## src/rtl/mem_access_pkg.sv

```systemverilog
// Shared encodings and sizing helpers for the memory-access stage.
package mem_access_pkg;

    typedef enum logic [1:0] {
        ST_IDLE = 2'd0,
        ST_REQ  = 2'd1,
        ST_RESP = 2'd2,
        ST_HOLD = 2'd3
    } state_t;

    typedef enum logic {
        SZ_BYTE = 1'b0,
        SZ_WORD = 1'b1
    } size_t;

    localparam int DEF_DATA_W  = 16;
    localparam int LANES       = DEF_DATA_W / 8;
    localparam int LB          = $clog2(LANES);
    localparam int DEF_TIMEOUT = 15;

    // Number of low address bits that select a byte lane for a given width.
    function automatic int lane_bits(input int data_w);
        return $clog2(data_w / 8);
    endfunction

endpackage

```

## src/rtl/mem_load_align.sv

```systemverilog
// Combinational load aligner: picks the addressed byte lane and extends it,
// or passes a full word straight through.
module mem_load_align
    import mem_access_pkg::*;
#(
    parameter int DATA_W = DEF_DATA_W,
    parameter int LBITS  = LB
) (
    input  logic [DATA_W-1:0] i_rdata,
    input  logic [LBITS-1:0]  i_lane,
    input  logic              i_size,
    input  logic              i_signed,
    output logic [DATA_W-1:0] o_data
);
    localparam int LANES_L = DATA_W / 8;

    logic [7:0] w_lanes [LANES_L];
    logic [7:0] w_byte;

    genvar gi;
    generate
        for (gi = 0; gi < LANES_L; gi++) begin : g_lane
            assign w_lanes[gi] = i_rdata[gi*8 +: 8];
        end
    endgenerate

    assign w_byte = w_lanes[i_lane];

    // Word loads pass through; byte loads are sign- or zero-extended.
    always_comb begin
        o_data = i_rdata;
        if (size_t'(i_size) == SZ_BYTE) begin
            o_data = {{(DATA_W-8){i_signed & w_byte[7]}}, w_byte};
        end
    end

endmodule

```

## src/rtl/mem_access_stage.sv

```systemverilog
// Memory-access pipeline stage: drives a req/gnt/rvalid bus, aligns load
// data, flags misaligned and timed-out accesses, and fills the WB register.
module mem_access_stage
    import mem_access_pkg::*;
#(
    parameter int DATA_W  = DEF_DATA_W,
    parameter int ADDR_W  = 16,
    parameter int TIMEOUT = DEF_TIMEOUT
) (
    input  logic                 i_clk,
    input  logic                 i_rst_n,
    input  logic                 i_stall,
    input  logic                 i_ex_valid,
    input  logic                 i_ex_mem_rd,
    input  logic                 i_ex_mem_wr,
    input  logic                 i_ex_size,
    input  logic                 i_ex_signed,
    input  logic [DATA_W-1:0]    i_ex_alu_result,
    input  logic [DATA_W-1:0]    i_ex_store_data,
    output logic                 o_mem_busy,
    output logic                 o_bus_req,
    output logic                 o_bus_we,
    output logic [ADDR_W-1:0]    o_bus_addr,
    output logic [DATA_W-1:0]    o_bus_wdata,
    output logic [DATA_W/8-1:0]  o_bus_be,
    input  logic                 i_bus_gnt,
    input  logic                 i_bus_rvalid,
    input  logic [DATA_W-1:0]    i_bus_rdata,
    output logic                 o_wb_valid,
    output logic [DATA_W-1:0]    o_wb_mem_out,
    output logic [DATA_W-1:0]    o_wb_alu_result,
    output logic                 o_wb_fault
);
    localparam int LANES_L = DATA_W / 8;
    localparam int LB_L    = lane_bits(DATA_W);
    localparam int CNT_W   = $clog2(TIMEOUT + 1) + 1;

    state_t              r_state;
    logic [CNT_W-1:0]    r_cnt;
    logic                r_bus_req, r_we;
    logic [ADDR_W-1:0]   r_addr;
    logic [DATA_W-1:0]   r_wdata;
    logic [LANES_L-1:0]  r_be;
    logic [LB_L-1:0]     r_lane;
    logic                r_size, r_signed;
    logic [DATA_W-1:0]   r_alu;
    logic [DATA_W-1:0]   r_hold_data;
    logic                r_hold_fault;
    logic                r_wb_valid, r_wb_fault;
    logic [DATA_W-1:0]   r_wb_mem_out, r_wb_alu;

    logic [ADDR_W-1:0]   w_ex_addr;
    logic [LB_L-1:0]     w_lane;
    logic [LANES_L-1:0]  w_be_byte;
    logic                w_is_mem, w_misaligned, w_accept;
    logic                w_store_done, w_load_done, w_timeout, w_finish;
    logic [DATA_W-1:0]   w_aligned, w_fin_data;

    assign w_ex_addr    = i_ex_alu_result[ADDR_W-1:0];
    assign w_lane       = w_ex_addr[LB_L-1:0];
    assign w_is_mem     = i_ex_mem_rd | i_ex_mem_wr;
    assign w_misaligned = (size_t'(i_ex_size) == SZ_WORD) && (w_lane != '0);
    assign w_accept     = i_ex_valid && (r_state == ST_IDLE) && !i_stall;

    genvar gi;
    generate
        for (gi = 0; gi < LANES_L; gi++) begin : g_be
            assign w_be_byte[gi] = (w_lane == LB_L'(gi));
        end
    endgenerate

    mem_load_align #(.DATA_W(DATA_W), .LBITS(LB_L)) u_align (
        .i_rdata  (i_bus_rdata),
        .i_lane   (r_lane),
        .i_size   (r_size),
        .i_signed (r_signed),
        .o_data   (w_aligned)
    );

    // Completion sources; rvalid only counts in RESP, so stray or
    // gnt-coincident responses are ignored.
    assign w_store_done = (r_state == ST_REQ) && i_bus_gnt && r_we;
    assign w_load_done  = (r_state == ST_RESP) && i_bus_rvalid;
    assign w_timeout    = (((r_state == ST_REQ) && !i_bus_gnt) ||
                           ((r_state == ST_RESP) && !i_bus_rvalid)) &&
                          (r_cnt >= CNT_W'(TIMEOUT - 1));
    assign w_finish     = w_store_done | w_load_done | w_timeout;
    assign w_fin_data   = w_load_done ? w_aligned : '0;

    // Bus FSM, timeout counter, hold buffer and WB pipeline register.
    always_ff @(posedge i_clk or negedge i_rst_n) begin
        if (!i_rst_n) begin
            r_state      <= ST_IDLE;
            r_cnt        <= '0;
            r_bus_req    <= 1'b0;
            r_we         <= 1'b0;
            r_addr       <= '0;
            r_wdata      <= '0;
            r_be         <= '0;
            r_lane       <= '0;
            r_size       <= 1'b0;
            r_signed     <= 1'b0;
            r_alu        <= '0;
            r_hold_data  <= '0;
            r_hold_fault <= 1'b0;
            r_wb_valid   <= 1'b0;
            r_wb_fault   <= 1'b0;
            r_wb_mem_out <= '0;
            r_wb_alu     <= '0;
        end else begin
            case (r_state)
                ST_IDLE: begin
                    if (w_accept && w_is_mem && !w_misaligned) begin
                        r_state   <= ST_REQ;
                        r_cnt     <= '0;
                        r_bus_req <= 1'b1;
                        r_we      <= i_ex_mem_wr;
                        r_addr    <= w_ex_addr & ~ADDR_W'(LANES_L - 1);
                        r_be      <= (size_t'(i_ex_size) == SZ_WORD) ? '1 : w_be_byte;
                        r_wdata   <= (size_t'(i_ex_size) == SZ_WORD) ? i_ex_store_data
                                     : {LANES_L{i_ex_store_data[7:0]}};
                        r_lane    <= w_lane;
                        r_size    <= i_ex_size;
                        r_signed  <= i_ex_signed;
                        r_alu     <= i_ex_alu_result;
                    end
                end
                ST_REQ: begin
                    if (i_bus_gnt) begin
                        r_bus_req <= 1'b0;
                        if (!r_we) begin
                            r_state <= ST_RESP;
                            r_cnt   <= r_cnt + 1'b1;
                        end
                    end else if (w_timeout) begin
                        r_bus_req <= 1'b0;
                    end else begin
                        r_cnt <= r_cnt + 1'b1;
                    end
                end
                ST_RESP: begin
                    if (!i_bus_rvalid && !w_timeout) begin
                        r_cnt <= r_cnt + 1'b1;
                    end
                end
                default: ;
            endcase

            if (w_finish) begin
                if (i_stall) begin
                    r_hold_data  <= w_fin_data;
                    r_hold_fault <= w_timeout;
                    r_state      <= ST_HOLD;
                end else begin
                    r_wb_valid   <= 1'b1;
                    r_wb_fault   <= w_timeout;
                    r_wb_mem_out <= w_fin_data;
                    r_wb_alu     <= r_alu;
                    r_state      <= ST_IDLE;
                end
            end else if (!i_stall) begin
                if (r_state == ST_HOLD) begin
                    r_wb_valid   <= 1'b1;
                    r_wb_fault   <= r_hold_fault;
                    r_wb_mem_out <= r_hold_data;
                    r_wb_alu     <= r_alu;
                    r_state      <= ST_IDLE;
                end else if (w_accept && (!w_is_mem || w_misaligned)) begin
                    r_wb_valid   <= 1'b1;
                    r_wb_fault   <= w_is_mem;
                    r_wb_mem_out <= '0;
                    r_wb_alu     <= i_ex_alu_result;
                end else begin
                    r_wb_valid   <= 1'b0;
                end
            end
        end
    end

    assign o_mem_busy      = (r_state != ST_IDLE);
    assign o_bus_req       = r_bus_req;
    assign o_bus_we        = r_we;
    assign o_bus_addr      = r_addr;
    assign o_bus_wdata     = r_wdata;
    assign o_bus_be        = r_be;
    assign o_wb_valid      = r_wb_valid;
    assign o_wb_fault      = r_wb_fault;
    assign o_wb_mem_out    = r_wb_mem_out;
    assign o_wb_alu_result = r_wb_alu;

endmodule

```

## config.mk

```make
export PLATFORM = sky130hd
export DESIGN_NAME = mem_access_stage
export DESIGN_NICKNAME = d
export VERILOG_FILES = /design/src/rtl/mem_access_pkg.sv /design/src/rtl/mem_load_align.sv /design/src/rtl/mem_access_stage.sv
export SDC_FILE = /design/constraint.sdc
export NUM_CORES = 1
export LEC_CHECK = 0
export BUFFER_PORTS_ARGS = -buffer_cell sky130_fd_sc_hd__buf_2
export CAP_MARGIN = 10
export CORE_ASPECT_RATIO = 0.7
export CORE_MARGIN = 2
export CORE_UTILIZATION = 29
export DETAILED_ROUTE_END_ITERATION = 6
export SLEW_MARGIN = 0
export SYNTH_ARGS = -nofsm -noshare
export SYNTH_HDL_FRONTEND = slang
export SYNTH_SLANG_ARGS = --single-unit
```

## constraint.sdc

```tcl
create_clock -name i_clk -period 4.2 [get_ports i_clk]
set_clock_uncertainty 0.05 [all_clocks]
set_input_delay 0.21 -clock i_clk [delete_from_list [all_inputs] [get_ports i_clk]]
set_output_delay 0.21 -clock i_clk [all_outputs]
set_load 0.005 [all_outputs]
```

==> parameters.txt <==
Parameter                              Value

CTS
  Number of clock sinks ... 96
  Post-CTS clock slew at the launch and capture registers of the worst setup and hold paths ... ~0.07 ns
  Clock insertion delay at the later pin of the skew report ... 0.35 ns
  Number of buffers added for setup after CTS ... 0
  H-tree depth ... 3
  CTS Buffer Depth ... 2
  Post_cts resized ... 0
  Clock root buffer ... clkbuf_16
  CTS tree ... yes
  CTS Buf Count ... 9

STA
  Hold Fails Final Rpt ... 0
  Setup repair after global routing missed its margin ... false
  Minimum clock period after layout ... 3.16 ns
  Period utilization ... 75.3%
  Summed negative setup slack over all endpoints ... 0 ns
  Least-Margin Pin Slew ... roughly 1.3 ns
  Worst relative slew slack ... 15.4%
  Final count of negative-setup-slack endpoints ... 0
  FMAX ... between 0.3 and 0.4 GHz
  Max-slew violations ... 0
  Final worst slack ... slightly above 1 ns
  Final worst hold slack ... about 0.053 ns

Yosys
  Per-instance average area after synthesis ... approximately 12 um2
  Proportion of synthesized chip area in sequential cells ... 51.1%
  Dominant synthesized flop cell ... dfrtp_1
  Post-synthesis cell area ... ~4700 um2
  Most common cell in the netlist ... dfrtp_1
  Number of warning messages in the yosys log ... 0
  Top cell type by total area after synthesis ... dfrtp_1
  FF+latch count, synth ... between 90 and 100
  Post-synthesis async set-or-reset flop share ... 100%
  Biggest area contributors in the synthesized netlist ... dfrtp_1 51%, mux2_2 11%, mux2_4 4.5%
  Number of library cell types mapped by synthesis ... 42
  Top post-synthesis cells by count ... 96 x dfrtp_1, 45 x mux2_2, 44 x nor2_1
  Area share of the largest cell type after synthesis ... 51.1%
  Number of nets in the synthesized netlist ... ~470
  Gate count of the mapped netlist ... 403
  Post-synth EDFFs ... 0

Critical path
  Data required time at the worst endpoint ... approximately 4.4 ns
  Critical Path Start Type ... flop
  Worst path arrival time ... roughly 3.3 ns
  Endpoint kind of the worst setup timing path ... flop
  Worst Path Class, Setup ... flop to flop
  Largest driver fanout on the critical path ... 37

Pwr
  Pwr/cell area ... 727 nW/um2
  Part of the power in the clock network ... a little over a fifth
  Proportion of power drawn by flip-flops and latches ... 38.7%
  Net Sw Frac ... roughly 35%
  Switch Pwr ... 1460 uW
  Total design power ... between 4000 and 5000 uW
  Leak ... 0.00274 uW
  Share of total power in combinational logic ... 40.2%
  Largest voltage drop on the vdd net ... about 0.24 mV
  Int Power ... 2770 uW

Die
  Die height ... approximately 110 um
  Die Area ... roughly 17000 um2
  Area of the core ... about 16000 um2
  Width of the die ... 156 um
  I/O Pins ... about 130
  Row Count ... 38
  Initial core utilization ... ~30%

Hold path
  Type of the tightest min-delay check ... primary input to flop

Global route
  Global-route wire length before repair ... between 20000 and 25000 um
  Pin count of the biggest net entering global routing ... 50
  Vias in the first global route ... between 3k and 4k
  Initial antenna violation count ... 0
  Total global routing track utilization ... between 10% and 20%
  Total congestion overflow ... 0

Route
  Pre-Repair DR Iteration Count ... 4
  DR WL/cell ... ~18 um
  DR vias/cell ... approximately 5
  Post-detailed-route DRC marker count ... 0
  Detailed-route wire length ... 12900 um
  Overall via count from detail_route ... 3623
  Drt initial violations ... between 200 and 250
  Post-DRT Antenna Nets ... 0

Final layout
  Diode count ... 0
  Fraction of final layout cells with drive strength greater than 1 ... approximately 43%
  Count of fill cells added during filler insertion ... 1550
  Sequential cell area ... 2400 um2
  Layout overhead on the synthesized area ... 23.6%
  Post-layout utilization of the core ... a little under two fifths
  Number of nets in the finished design ... 582
  Area of the multi-input gates ... between 2000 and 2500 um2

Place
  Count of input and output buffers ... around 130
  Minimum setup slack after placement ... 1.05 ns
  Routability cong. ... 0.812
  DP HPWL ... between 9000 and 10000 um

Flow run
  Number of maximum-capacitance constraint violations ... 0

Status
  Result of the run ... finished, final reports clean
[sequential cells by signal, indices dropped and copies added, names as in the netlist, 2 cells and up, named ones only]
register         cells
o_wb_alu_result     16
r_alu               16
r_hold_data         16
r_cnt                5
o_wb_mem_out        16
o_bus_wdata         16
o_bus_be             2
[layout make-up]
type                       instances  area share [%]
multi-input combinational        270            36.6
clock buffer                      11            4.17
inverter                           9           0.581
clock inverter                     5            1.38
timing repair buffer             132            11.7
sequential                        96            41.3
tap                              200            4.30
[power by group through the flow]
stage / Clock [uW] / Sequential [uW] / Combinational, uW
2_1_floorplan: 0 / 1610 / 1100
3_3_place_gp: 0 / 1630 / 1650
3_5_place_dp: 0 / 1640 / 1710
4_1_cts: 918 / 1630 / 1720
5_1_grt: 958 / 1700 / 1880
6_report: 894 / 1640 / 1700
[final timing paths]
check                                        start               to  slack [ns]  cells past startpoint
worst max-delay path                          flop  o_wb_mem_out[2]        1.04                      6
max in group asynchronous                  i_rst_n   o_bus_wdata[2]        2.63                      3
min in group asynchronous                  i_rst_n  o_wb_mem_out[5]        0.38                      2
worst max register to register                flop  o_wb_mem_out[2]        1.04                      6
worst min-delay path            i_ex_store_data[3]   o_bus_wdata[3]        0.05                      2
worst min register to register      r_hold_data[7]   r_hold_data[7]        0.43                      1
[layout by cell type, fill, tap and decap left out, types with 9 or more instances in the layout]
cell / count
o221a_2: 16
nor2_1: 43
o21ai_0: 21
inv_1: 9
mux2_2: 45
mux2i_1: 18
nor2b_1: 12
nand3_1: 20
mux2_4: 14
a21oi_1: 11
clkbuf_16: 9
o22ai_1: 16
dfrtp_1: 96
buf_2: 126
[metal layers]
| layer | wire length (um) | share of wire [%] | track usage, % |
|---|---|---|---|
| met1 | 6060 | 47 | 21.1 |
| met2 | 5900 | 46 | 23.0 |
| met3 | 800 | 6.2 | 5.26 |
| met4 | 155 | 1.2 | 5.32 |
| met5 | 0 | 0 | 0 |
[metrics by stage]
step	instance area [um2]	instances
after global routing	5820	723
after floorplan	4710	403
after global placement	5490	706
after CTS	5820	723
after detailed placement	5490	706
final	5820	723
[kinds of logic after synthesis]
group	count (synthesis)	share of synthesized area (%)
AOI/OAI and AO/OA	88	14.3
muxes	77	19.1
and+or+nand+nor	98	10.1
adders and majority gates	6	1.60
DFF	96	51.1
buffers and inverters	37	3.86
other	1	0.0797
[critical path, cell delays in order, from the launching register on]
cell and delay (ns):
dfrtp_1 0.43, inv_1 0.13, ha_1 0.34, nor2b_1 0.29, o2bb2a_4 0.46, o31a_2 0.90
mux2_2 0.43
[what timing repair did]
| item | CTS | global route |
|---|---|---|
| hold buffers | 1 | 0 |
| endpoints found under the hold margin | 47 | 0 |
| endpoints found under the setup margin | 0 | 0 |
No activity file was read; power rests on OpenSTA's default activity.
